### src/rtl/dcache_wt_if.sv
// Core-side and backing-memory-side signals of the write-through data cache.
// The cache takes the slave view; whoever drives the core and memory takes the master view.
interface dcache_wt_if;
  logic        mem_ren;
  logic        mem_wen;
  logic [31:0] mem_addr;
  logic [31:0] mem_dout;
  logic [31:0] mem_din;
  logic        mem_stall;
  logic        bus_req;
  logic        bus_we;
  logic [31:0] bus_addr;
  logic [31:0] bus_wdata;
  logic [31:0] bus_rdata;
  logic        bus_ack;

  modport slave (
    input  mem_ren, mem_wen, mem_addr, mem_dout, bus_rdata, bus_ack,
    output mem_din, mem_stall, bus_req, bus_we, bus_addr, bus_wdata
  );

  modport master (
    output mem_ren, mem_wen, mem_addr, mem_dout, bus_rdata, bus_ack,
    input  mem_din, mem_stall, bus_req, bus_we, bus_addr, bus_wdata
  );
endinterface

### src/rtl/dcache_wt.sv
// Direct-mapped, write-through, no-write-allocate cache with one-word lines.
// Read hits return the same cycle; misses and all writes stall the core until bus_ack.
module dcache_wt #(
  parameter int IDX_BITS = 4,
  parameter int CNT_W    = 32
) (
  input  logic             clk,
  input  logic             rst,
  dcache_wt_if.slave       dc,
  input  logic             flush_i,
  output logic [CNT_W-1:0] hit_cnt_o,
  output logic [CNT_W-1:0] miss_cnt_o
);
  localparam int LINES = 1 << IDX_BITS;
  localparam int TAG_W = 30 - IDX_BITS;

  typedef enum logic [1:0] {S_IDLE, S_RD, S_WR} state_e;

  state_e             state_q, state_d;
  logic [LINES-1:0]   valid_q, valid_d;
  logic [TAG_W-1:0]   tag_q  [LINES];
  logic [31:0]        data_q [LINES];
  logic               flush_pend_q, flush_pend_d;
  logic               bus_req_q, bus_req_d;
  logic               bus_we_q, bus_we_d;
  logic [31:0]        bus_addr_q, bus_addr_d;
  logic [31:0]        bus_wdata_q, bus_wdata_d;
  logic [CNT_W-1:0]   hit_cnt_q, hit_cnt_d;
  logic [CNT_W-1:0]   miss_cnt_q, miss_cnt_d;

  logic               line_we;
  logic [31:0]        line_data;
  logic [IDX_BITS-1:0] req_idx, bus_idx;
  logic [TAG_W-1:0]   req_tag, bus_tag;
  logic               req_hit, bus_hit;
  logic               unused_addr_bits;

  assign req_idx = dc.mem_addr[IDX_BITS+1:2];
  assign req_tag = dc.mem_addr[31:IDX_BITS+2];
  // In-flight transactions use the latched bus address, not the core's live address.
  assign bus_idx = bus_addr_q[IDX_BITS+1:2];
  assign bus_tag = bus_addr_q[31:IDX_BITS+2];
  assign req_hit = valid_q[req_idx] && (tag_q[req_idx] == req_tag);
  assign bus_hit = valid_q[bus_idx] && (tag_q[bus_idx] == bus_tag);
  assign unused_addr_bits = ^{dc.mem_addr[1:0], bus_addr_q[1:0]};

  always_comb begin
    state_d      = state_q;
    valid_d      = valid_q;
    flush_pend_d = flush_pend_q;
    bus_req_d    = bus_req_q;
    bus_we_d     = bus_we_q;
    bus_addr_d   = bus_addr_q;
    bus_wdata_d  = bus_wdata_q;
    hit_cnt_d    = hit_cnt_q;
    miss_cnt_d   = miss_cnt_q;
    line_we      = 1'b0;
    line_data    = dc.bus_rdata;
    dc.mem_din   = data_q[req_idx];
    dc.mem_stall = 1'b0;

    case (state_q)
      S_IDLE: begin
        flush_pend_d = 1'b0;
        if (dc.mem_wen) begin
          dc.mem_stall = 1'b1;
          state_d      = S_WR;
          bus_req_d    = 1'b1;
          bus_we_d     = 1'b1;
          bus_addr_d   = {dc.mem_addr[31:2], 2'b00};
          bus_wdata_d  = dc.mem_dout;
        end else if (dc.mem_ren) begin
          if (req_hit) begin
            hit_cnt_d = hit_cnt_q + CNT_W'(1);
          end else begin
            dc.mem_stall = 1'b1;
            miss_cnt_d   = miss_cnt_q + CNT_W'(1);
            state_d      = S_RD;
            bus_req_d    = 1'b1;
            bus_we_d     = 1'b0;
            bus_addr_d   = {dc.mem_addr[31:2], 2'b00};
          end
        end
        if (flush_i) valid_d = '0;
      end

      S_RD, S_WR: begin
        dc.mem_stall = 1'b1;
        if (flush_i) flush_pend_d = 1'b1;
        if (dc.bus_ack) begin
          dc.mem_stall = 1'b0;
          state_d      = S_IDLE;
          bus_req_d    = 1'b0;
          if (state_q == S_RD) begin
            dc.mem_din       = dc.bus_rdata;
            line_we          = 1'b1;
            valid_d[bus_idx] = 1'b1;
          end else if (bus_hit) begin
            line_we   = 1'b1;
            line_data = bus_wdata_q;
          end
          // A flush seen during the transaction wipes everything, including this fill.
          if (flush_pend_q || flush_i) valid_d = '0;
          flush_pend_d = 1'b0;
        end
      end

      default: state_d = S_IDLE;
    endcase
  end

  always_ff @(posedge clk or posedge rst) begin
    if (rst) begin
      state_q      <= S_IDLE;
      valid_q      <= '0;
      flush_pend_q <= 1'b0;
      bus_req_q    <= 1'b0;
      bus_we_q     <= 1'b0;
      bus_addr_q   <= '0;
      bus_wdata_q  <= '0;
      hit_cnt_q    <= '0;
      miss_cnt_q   <= '0;
    end else begin
      state_q      <= state_d;
      valid_q      <= valid_d;
      flush_pend_q <= flush_pend_d;
      bus_req_q    <= bus_req_d;
      bus_we_q     <= bus_we_d;
      bus_addr_q   <= bus_addr_d;
      bus_wdata_q  <= bus_wdata_d;
      hit_cnt_q    <= hit_cnt_d;
      miss_cnt_q   <= miss_cnt_d;
    end
  end

  always_ff @(posedge clk) begin
    if (line_we) begin
      tag_q[bus_idx]  <= bus_tag;
      data_q[bus_idx] <= line_data;
    end
  end

  assign dc.bus_req   = bus_req_q;
  assign dc.bus_we    = bus_we_q;
  assign dc.bus_addr  = bus_addr_q;
  assign dc.bus_wdata = bus_wdata_q;
  assign hit_cnt_o    = hit_cnt_q;
  assign miss_cnt_o   = miss_cnt_q;
endmodule
### src/flat_wrapper.sv
// flat-port wrapper written by rule: the top's interface ports become plain ports
module dcache_wt_flat 
#(
  parameter int IDX_BITS = 4,
  parameter int CNT_W    = 32
)
  (clk, rst, flush_i, hit_cnt_o, miss_cnt_o, dc_mem_ren, dc_mem_wen, dc_mem_addr, dc_mem_dout, dc_bus_rdata, dc_bus_ack, dc_mem_din, dc_mem_stall, dc_bus_req, dc_bus_we, dc_bus_addr, dc_bus_wdata);
  dcache_wt_if dc_i ();
  input  logic clk;
  input  logic rst;
  input  logic flush_i;
  output logic [CNT_W-1:0] hit_cnt_o;
  output logic [CNT_W-1:0] miss_cnt_o;
  input wire logic [$bits(dc_i.mem_ren)-1:0] dc_mem_ren;
  input wire logic [$bits(dc_i.mem_wen)-1:0] dc_mem_wen;
  input wire logic [$bits(dc_i.mem_addr)-1:0] dc_mem_addr;
  input wire logic [$bits(dc_i.mem_dout)-1:0] dc_mem_dout;
  input wire logic [$bits(dc_i.bus_rdata)-1:0] dc_bus_rdata;
  input wire logic [$bits(dc_i.bus_ack)-1:0] dc_bus_ack;
  output wire logic [$bits(dc_i.mem_din)-1:0] dc_mem_din;
  output wire logic [$bits(dc_i.mem_stall)-1:0] dc_mem_stall;
  output wire logic [$bits(dc_i.bus_req)-1:0] dc_bus_req;
  output wire logic [$bits(dc_i.bus_we)-1:0] dc_bus_we;
  output wire logic [$bits(dc_i.bus_addr)-1:0] dc_bus_addr;
  output wire logic [$bits(dc_i.bus_wdata)-1:0] dc_bus_wdata;
  assign dc_i.mem_ren = dc_mem_ren;
  assign dc_i.mem_wen = dc_mem_wen;
  assign dc_i.mem_addr = dc_mem_addr;
  assign dc_i.mem_dout = dc_mem_dout;
  assign dc_i.bus_rdata = dc_bus_rdata;
  assign dc_i.bus_ack = dc_bus_ack;
  assign dc_mem_din = dc_i.mem_din;
  assign dc_mem_stall = dc_i.mem_stall;
  assign dc_bus_req = dc_i.bus_req;
  assign dc_bus_we = dc_i.bus_we;
  assign dc_bus_addr = dc_i.bus_addr;
  assign dc_bus_wdata = dc_i.bus_wdata;
  dcache_wt #(.IDX_BITS(IDX_BITS), .CNT_W(CNT_W)) u_core (.clk(clk), .rst(rst), .dc(dc_i), .flush_i(flush_i), .hit_cnt_o(hit_cnt_o), .miss_cnt_o(miss_cnt_o));
endmodule
### config.mk
export PLATFORM = sky130hd
export DESIGN_NAME = dcache_wt_flat
export DESIGN_NICKNAME = d
export VERILOG_FILES = /design/src/rtl/dcache_wt_if.sv /design/src/rtl/dcache_wt.sv /design/src/flat_wrapper.sv
export SDC_FILE = /design/constraint.sdc
export NUM_CORES = 1
export LEC_CHECK = 0
export CAP_MARGIN = 0
export CORE_MARGIN = 2
export CORE_UTILIZATION = 54
export CTS_CLUSTER_DIAMETER = 50
export CTS_CLUSTER_SIZE = 30
export DETAILED_ROUTE_END_ITERATION = 12
export PLACE_DENSITY = 0.73
export SETUP_SLACK_MARGIN = 0.1
export SYNTH_ARGS = -nofsm -noshare
export SYNTH_HDL_FRONTEND = slang
export SYNTH_SLANG_ARGS = --single-unit
### constraint.sdc
create_clock -name clk -period 5.8 [get_ports clk]
set_clock_uncertainty 0.05 [all_clocks]
set_input_delay 1.16 -clock clk [delete_from_list [all_inputs] [get_ports clk]]
set_output_delay 1.16 -clock clk [all_outputs]
set_load 0.1 [all_outputs]
# After elaboration in Yosys (flattened, before gate mapping)
# Memory sizes are Yosys's and may differ from the RTL's.
# Index checks and enable logic that the tools add are counted.
[totals]
register_bits = 149
mem_bits_rw = 928
output_inout_bits = 163
word_cells = 94
latchBits = 0
memories = 2
mem_bits_ro = 0
[op_classes]
div = 0
reduce_logical = 16
n_shift = 0
n_bitwise = 3
muxes = 48
n_eq_ne = 11
multipliers = 0
addsub = 2
order_cmp = 3
[mem_list]
columns = ["memory", "depth", "width", "rd", "rd_ports_with_merged_regs", "write_ports", "line", "rtl"]
rows = [
  ["u_core.data_q", 16, 32, 1, 0, 1, "dcache_wt.sv:22", "logic [31:0] data_q [LINES];"],
  ["u_core.tag_q", 16, 26, 2, 0, 1, "dcache_wt.sv:21", "logic [TAG_W-1:0] tag_q [LINES];"],
]
[op_table]
columns = ["operator", "n"]
rows = [
  ["2-to-1 mux 32 bit", 10],
  ["adder 32 x 1 -> 32 bit (second input constant)", 2],
  ["2-to-1 mux 16 bit", 4],
  ["== test 26 bit", 2],
  ["case mux 16 bit (2 select lines)", 1],
  ["2-to-1 mux 1 bit", 22],
  ["bitwise OR 16 bit", 1],
  ["AND reduction 4 bit", 4],
  ["less-than comparator 4 x 5 -> 1 bit (second input constant)", 2],
  ["!= test 3 bit (second input constant)", 3],
  ["binary-select mux 1 bit (select 4 bit)", 2],
  ["2-to-1 mux 2 bit", 4],
  ["!= test 2 bit (second input constant)", 3],
  ["case mux 1 bit (2 select lines)", 3],
  ["AND reduction 3 bit", 2],
  ["demux 1 bit (select 4 bit)", 1],
  ["greater-or-equal comparator 4 x 1 -> 1 bit (second input constant)", 1],
  ["case mux 2 bit (2 select lines)", 1],
  ["AND reduction 2 bit", 2],
  ["nonzero test 2 bit", 2],
  ["logical AND 1 bit", 3],
  ["!= test 3 x 1 -> 1 bit (second input constant)", 1],
  ["== test 2 x 1 -> 1 bit (second input constant)", 1],
  ["== test 2 bit (second input constant)", 1],
  ["other kinds (4)", 5],
]

# Depth between registers and ports, before layout
[logic_depth]
word_depth = 9
mapped_depth = 15
ltp_nobuf = 9

# Worst setup path after synthesis
# No wires, ideal clock.
[synth_timing]
path_type = "flip-flop to flip-flop"
start = "register u_core.bus_addr_q[2], in the netlist u_core.dc.bus_addr[2]"
end = "memory u_core.data_q[15][0] (enable)"
path_stages_with_launch = 13
arrival_ps = 6353
slack_ps = -1084
setup_time_ps = 481
path_buffers = 4
cell_sequence = "dfrtp_1 > buf_2 > buf_2 > buf_2 > clkbuf_1 > mux4_2 > mux2i_1 > xnor2_1 > a211oi_1 > nand4_1 > o21ai_0 > and3_1 > nor2b_1"
[synth_between]
elab_chain_len = 9
word_cells_on_any_way = 11
classes_between = "eq/ne (1); mux (8); reduce/logical (1); memory (1)"
[synth_rtl]
columns = ["element", "line", "rtl"]
rows = [
  ["from (decl)", "dcache_wt.sv:26", "logic [31:0] bus_addr_q, bus_addr_d;"],
  ["from (signal assigned)", "dcache_wt.sv:129", "bus_addr_q <= bus_addr_d;"],
  ["memory (16 x 26 bit) / binary-select mux 1 bit (select 4 bit) (equally long branches)", "n/a", ""],
  ["== test 26 bit / 2-to-1 mux 1 bit (equally long branches)", "dcache_wt.sv:44", "assign bus_hit = valid_q[bus_idx] && (tag_q[bus_idx] == bus_tag);"],
  ["logical AND 1 bit", "dcache_wt.sv:44", ""],
  ["2-to-1 mux 1 bit", "dcache_wt.sv:98", "end else if (bus_hit) begin"],
  ["2-to-1 mux 1 bit", "dcache_wt.sv:94", "if (state_q == S_RD) begin"],
  ["2-to-1 mux 1 bit", "dcache_wt.sv:90", "if (dc.bus_ack) begin"],
  ["2-to-1 mux 1 bit", "dcache_wt.sv:62", "case (state_q)"],
  ["2-to-1 mux 1 bit", "dcache_wt.sv:137", "if (line_we) begin"],
  ["2-to-1 mux 1 bit (implied by the code)", "dcache_wt.sv:139", "data_q[bus_idx] <= line_data;"],
  ["to (decl)", "dcache_wt.sv:22", ""],
]
# Several ways; a longest one is shown, not always the timed one. The select of a mux whose other input is x is not followed.

# Worst setup path in the final report
[layout_timing]
start = "input dc_mem_addr[2]"
end = "output dc_mem_stall"
[layout_between]
elab_chain_len = 7
word_cells_on_any_way = 9
classes_between = "eq/ne (1); mux (6); reduce/logical (1); memory (1)"
[layout_rtl]
columns = ["element", "line", "rtl"]
rows = [
  ["from (decl)", "flat_wrapper.sv:16", "input wire logic [$bits(dc_i.mem_addr)-1:0] dc_mem_addr;"],
  ["memory (16 x 26 bit) / binary-select mux 1 bit (select 4 bit) (equally long branches)", "n/a", ""],
  ["== test 26 bit / 2-to-1 mux 1 bit (equally long branches)", "dcache_wt.sv:43", "assign req_hit = valid_q[req_idx] && (tag_q[req_idx] == req_tag);"],
  ["logical AND 1 bit *", "dcache_wt.sv:43", ""],
  ["2-to-1 mux 1 bit *", "dcache_wt.sv:73", "if (req_hit) begin"],
  ["2-to-1 mux 1 bit *", "dcache_wt.sv:72", "end else if (dc.mem_ren) begin"],
  ["2-to-1 mux 1 bit *", "dcache_wt.sv:65", "if (dc.mem_wen) begin"],
  ["case mux 1 bit (2 select lines) *", "dcache_wt.sv:62", ""],
  ["to (decl)", "flat_wrapper.sv:21", "output wire logic [$bits(dc_i.mem_stall)-1:0] dc_mem_stall;"],
]
# Every way passes the cells marked *; elsewhere a longest branch is shown, timed or not. The select of a mux whose other input is x is not followed.

==> flow_metrics.tcl <==
set metrics [dict create \
    outcome "finished, final reports clean" \
    layout_common_cells "edfxtp_1 (928), mux4_2 (378), clkdlybuf4s50_1 (223), dfrtp_1 (144), mux2_2 (120)" \
    timing.rr.start "u_core.dc.bus_addr[2]" \
    grt_pass1_vias 26400 \
    r2r_cells 10 \
    cts_resized 0 \
    post_cts_buffers 0 \
    clock-sinks 1075 \
    hold_start "u_core.hit_cnt_o[31]" \
    clk_path_buf_depth 3 \
    port_buffers 260 \
    fmax_ghz 0.178 \
    synth_edf_count 928 \
    ant_nets 0 \
    rows 107 \
    hold_path_end "u_core.hit_cnt_o[31]" \
    endpoint_kind "output pin" \
    synth_largest_area_cell "edfxtp_1" \
    viasPerCell 6.50 \
    clock_latency_ps 690 \
    ys_warn_count 0 \
    synthArstFlopShare 0.137 \
    die_x_um 298 \
    die_h_um 298 \
    root_buffer "clkbuf_16" \
    grt_max_degree 63 \
    syn_area_um2 46600 \
    worstPathCellList "buf_8 -> mux4_1 -> mux4_2 -> xnor2_1 -> nand4_1 -> nor4_4 -> a41oi_4 -> nor2_1 -> nor2_2 -> buf_12" \
    antenna_found_initial 3 \
    crit_path_max_fanout 32 \
    synthTopCellsByArea "edfxtp_1 (60%), mux4_2 (18%), dfrtp_1 (7.9%)" \
    whs_ps 416 \
    timing.rr.end "u_core.data_q[7][17]" \
    grt_pass1_wl_um 174000 \
    powerDensity_nw_per_um2 431 \
    dp_hpwl_um 69900 \
    finalNetCount 2753 \
    peakVddDrop_mv 0.436 \
    p_leak_nw 18.6 \
    io_pins 265 \
    drc 0 \
    worstSetupPathType "in -> out" \
    rsz0062_at_grt "false" \
    initial_core_util 0.546 \
    hold_violations 0 \
    gp_congestion 0.876 \
    drive_gt1_frac 0.321 \
    dr.pass1.iters 7 \
    ys_seq_area_frac 0.677 \
    worstMarginPinSlew_ps 1140 \
    min_period_ps 5610 \
    drv_cap 0 \
    synth_cell_types 68 \
    synth_top_area_frac 0.598 \
    syn_inst 2310 \
    synthToLayoutAreaGrowth_pct 18.2 \
    core_um2 85400 \
    slew-limit-headroom 0.234 \
    finalSetupViolations 0 \
    worst_hold_path.num_cells 1 \
    die-area_um2 88700 \
    required_ps 4590 \
    syn_area_per_cell_um2 20.2 \
    cp-start-kind "input pin" \
    fin_tns_setup_ps 0 \
    track_usage 0.266 \
    slowest_stage "mux4_1" \
    numCtsBuffers 101 \
    drv_slew 0 \
    cts.clk_slew.worst_paths_ps 60 \
    finalWirelength_um 117000 \
    htree_levels 3 \
    arrival_ps 4400 \
    vias 25200 \
    grt.overflow.total 0 \
    r2r_setup_slack_ps 420 \
    hold_path.class "reg -> reg" \
    cp_slowest_stage_delay_ps 660 \
    wire_per_inst_um 30.0 \
    drtIter0Drc 2850 \
    postCtsHoldBufs 0 \
    mostFrequentLayoutCell "edfxtp_1" \
    tritoncts "built" \
    synth-seq-cells 1075 \
    finalCritPeriodShare 0.968 \
    ys.flop_type "edfxtp_1" \
]
==> stage by stage <==
step,setup slack (ps),power [W],instances,cell area [um^2],util
final,186,0.0238,3880,55100,0.645
after global routing,152,0.0245,3880,55100,0.645
after CTS,275,0.0239,3879,55100,0.645
after detailed placement,280,0.0169,3687,51500,0.603
after global placement,314,0.0167,3687,51500,0.603
after floorplan,181,0.0148,2311,46700,-
==> state kept, by name, indices dropped and copies added, names as in the netlist <==
signal,count
u_core.data_q,512
u_core.tag_q,416
u_core.dc.bus_wdata,32
u_core.hit_cnt_o,32
u_core.miss_cnt_o,32
u_core.dc.bus_addr,30
u_core.valid_q,16
u_core.state_q,2
u_core.dc.bus_req,1
u_core.dc.bus_we,1
u_core.flush_pend_q,1
==> report_power, final <==
group | switching, W | internal [W] | leakage [nW]
Clock | 0.00328 | 0.00377 | 1.77
Sequential | 0.000941 | 0.00921 | 10.2
Combinational | 0.00414 | 0.00243 | 6.64
==> layer usage <==
layer / global-route usage / vias up / share of wire
met5: 0 / - / 0
met4: 0.0726 / 0 / 0.025
met3: 0.0448 / 198 / 0.079
met2: 0.445 / 1363 / 0.51
met1: 0.366 / 13300 / 0.39
li1: - / 10300 / -
==> worst max path at each step <==
stage,start,end,depth (start not counted)
after floorplan,u_core.dc.bus_addr[2],u_core.data_q[11][0],12
after global placement,dc_mem_addr[2],dc_mem_stall,12
after detailed placement,dc_mem_addr[2],dc_mem_stall,10
after CTS,dc_mem_addr[2],dc_mem_stall,10
after global routing,dc_mem_addr[2],dc_mem_stall,12
final,dc_mem_addr[2],dc_mem_stall,10
==> critical path: cells and delay by family <==
family,cells,cell delay (ps)
multiplexers,2,1170
AND/OR/NAND/NOR,4,1060
buffers and inverters,2,470
XOR/XNOR,1,350
AO/OA/AOI/OAI,1,170
==> layout make-up <==
cell class | instances | area (um^2)
inverters | 22 | 87.6
clock buffers | 108 | 2630
flip-flops and latches | 1075 | 31600
clock inverters | 84 | 1010
multi-input cells | 1076 | 14300
repair buffers | 370 | 4070
well taps | 1144 | 1430
diodes | 1 | 2.50
fillers | 5695 | 30300
==> cells by family after synthesis <==
logic type      share of synthesized area
xor+xnor                           0.0220
flops                               0.677
mux                                 0.234
compound gates                     0.0148
simple gates                       0.0322
fa+ha+maj                         0.00134
buf+inv                            0.0186
other cells                     0.0000804
==> cells in the mapped netlist (16+ instances only) <==
master and n:
xor2_1 81, buf_6 17, mux4_2 378, edfxtp_1 928, mux2_2 120, inv_1 22
dfrtp_1 147, xnor2_1 36, mux2i_1 78, clkbuf_1 50, nand4_1 18, nand2_1 44
nor3_1 31, nor2_1 47, nand3_1 28, nor4_1 16, a21oi_1 21, buf_2 43
Note: power is estimated with default switching activity, not from simulation.
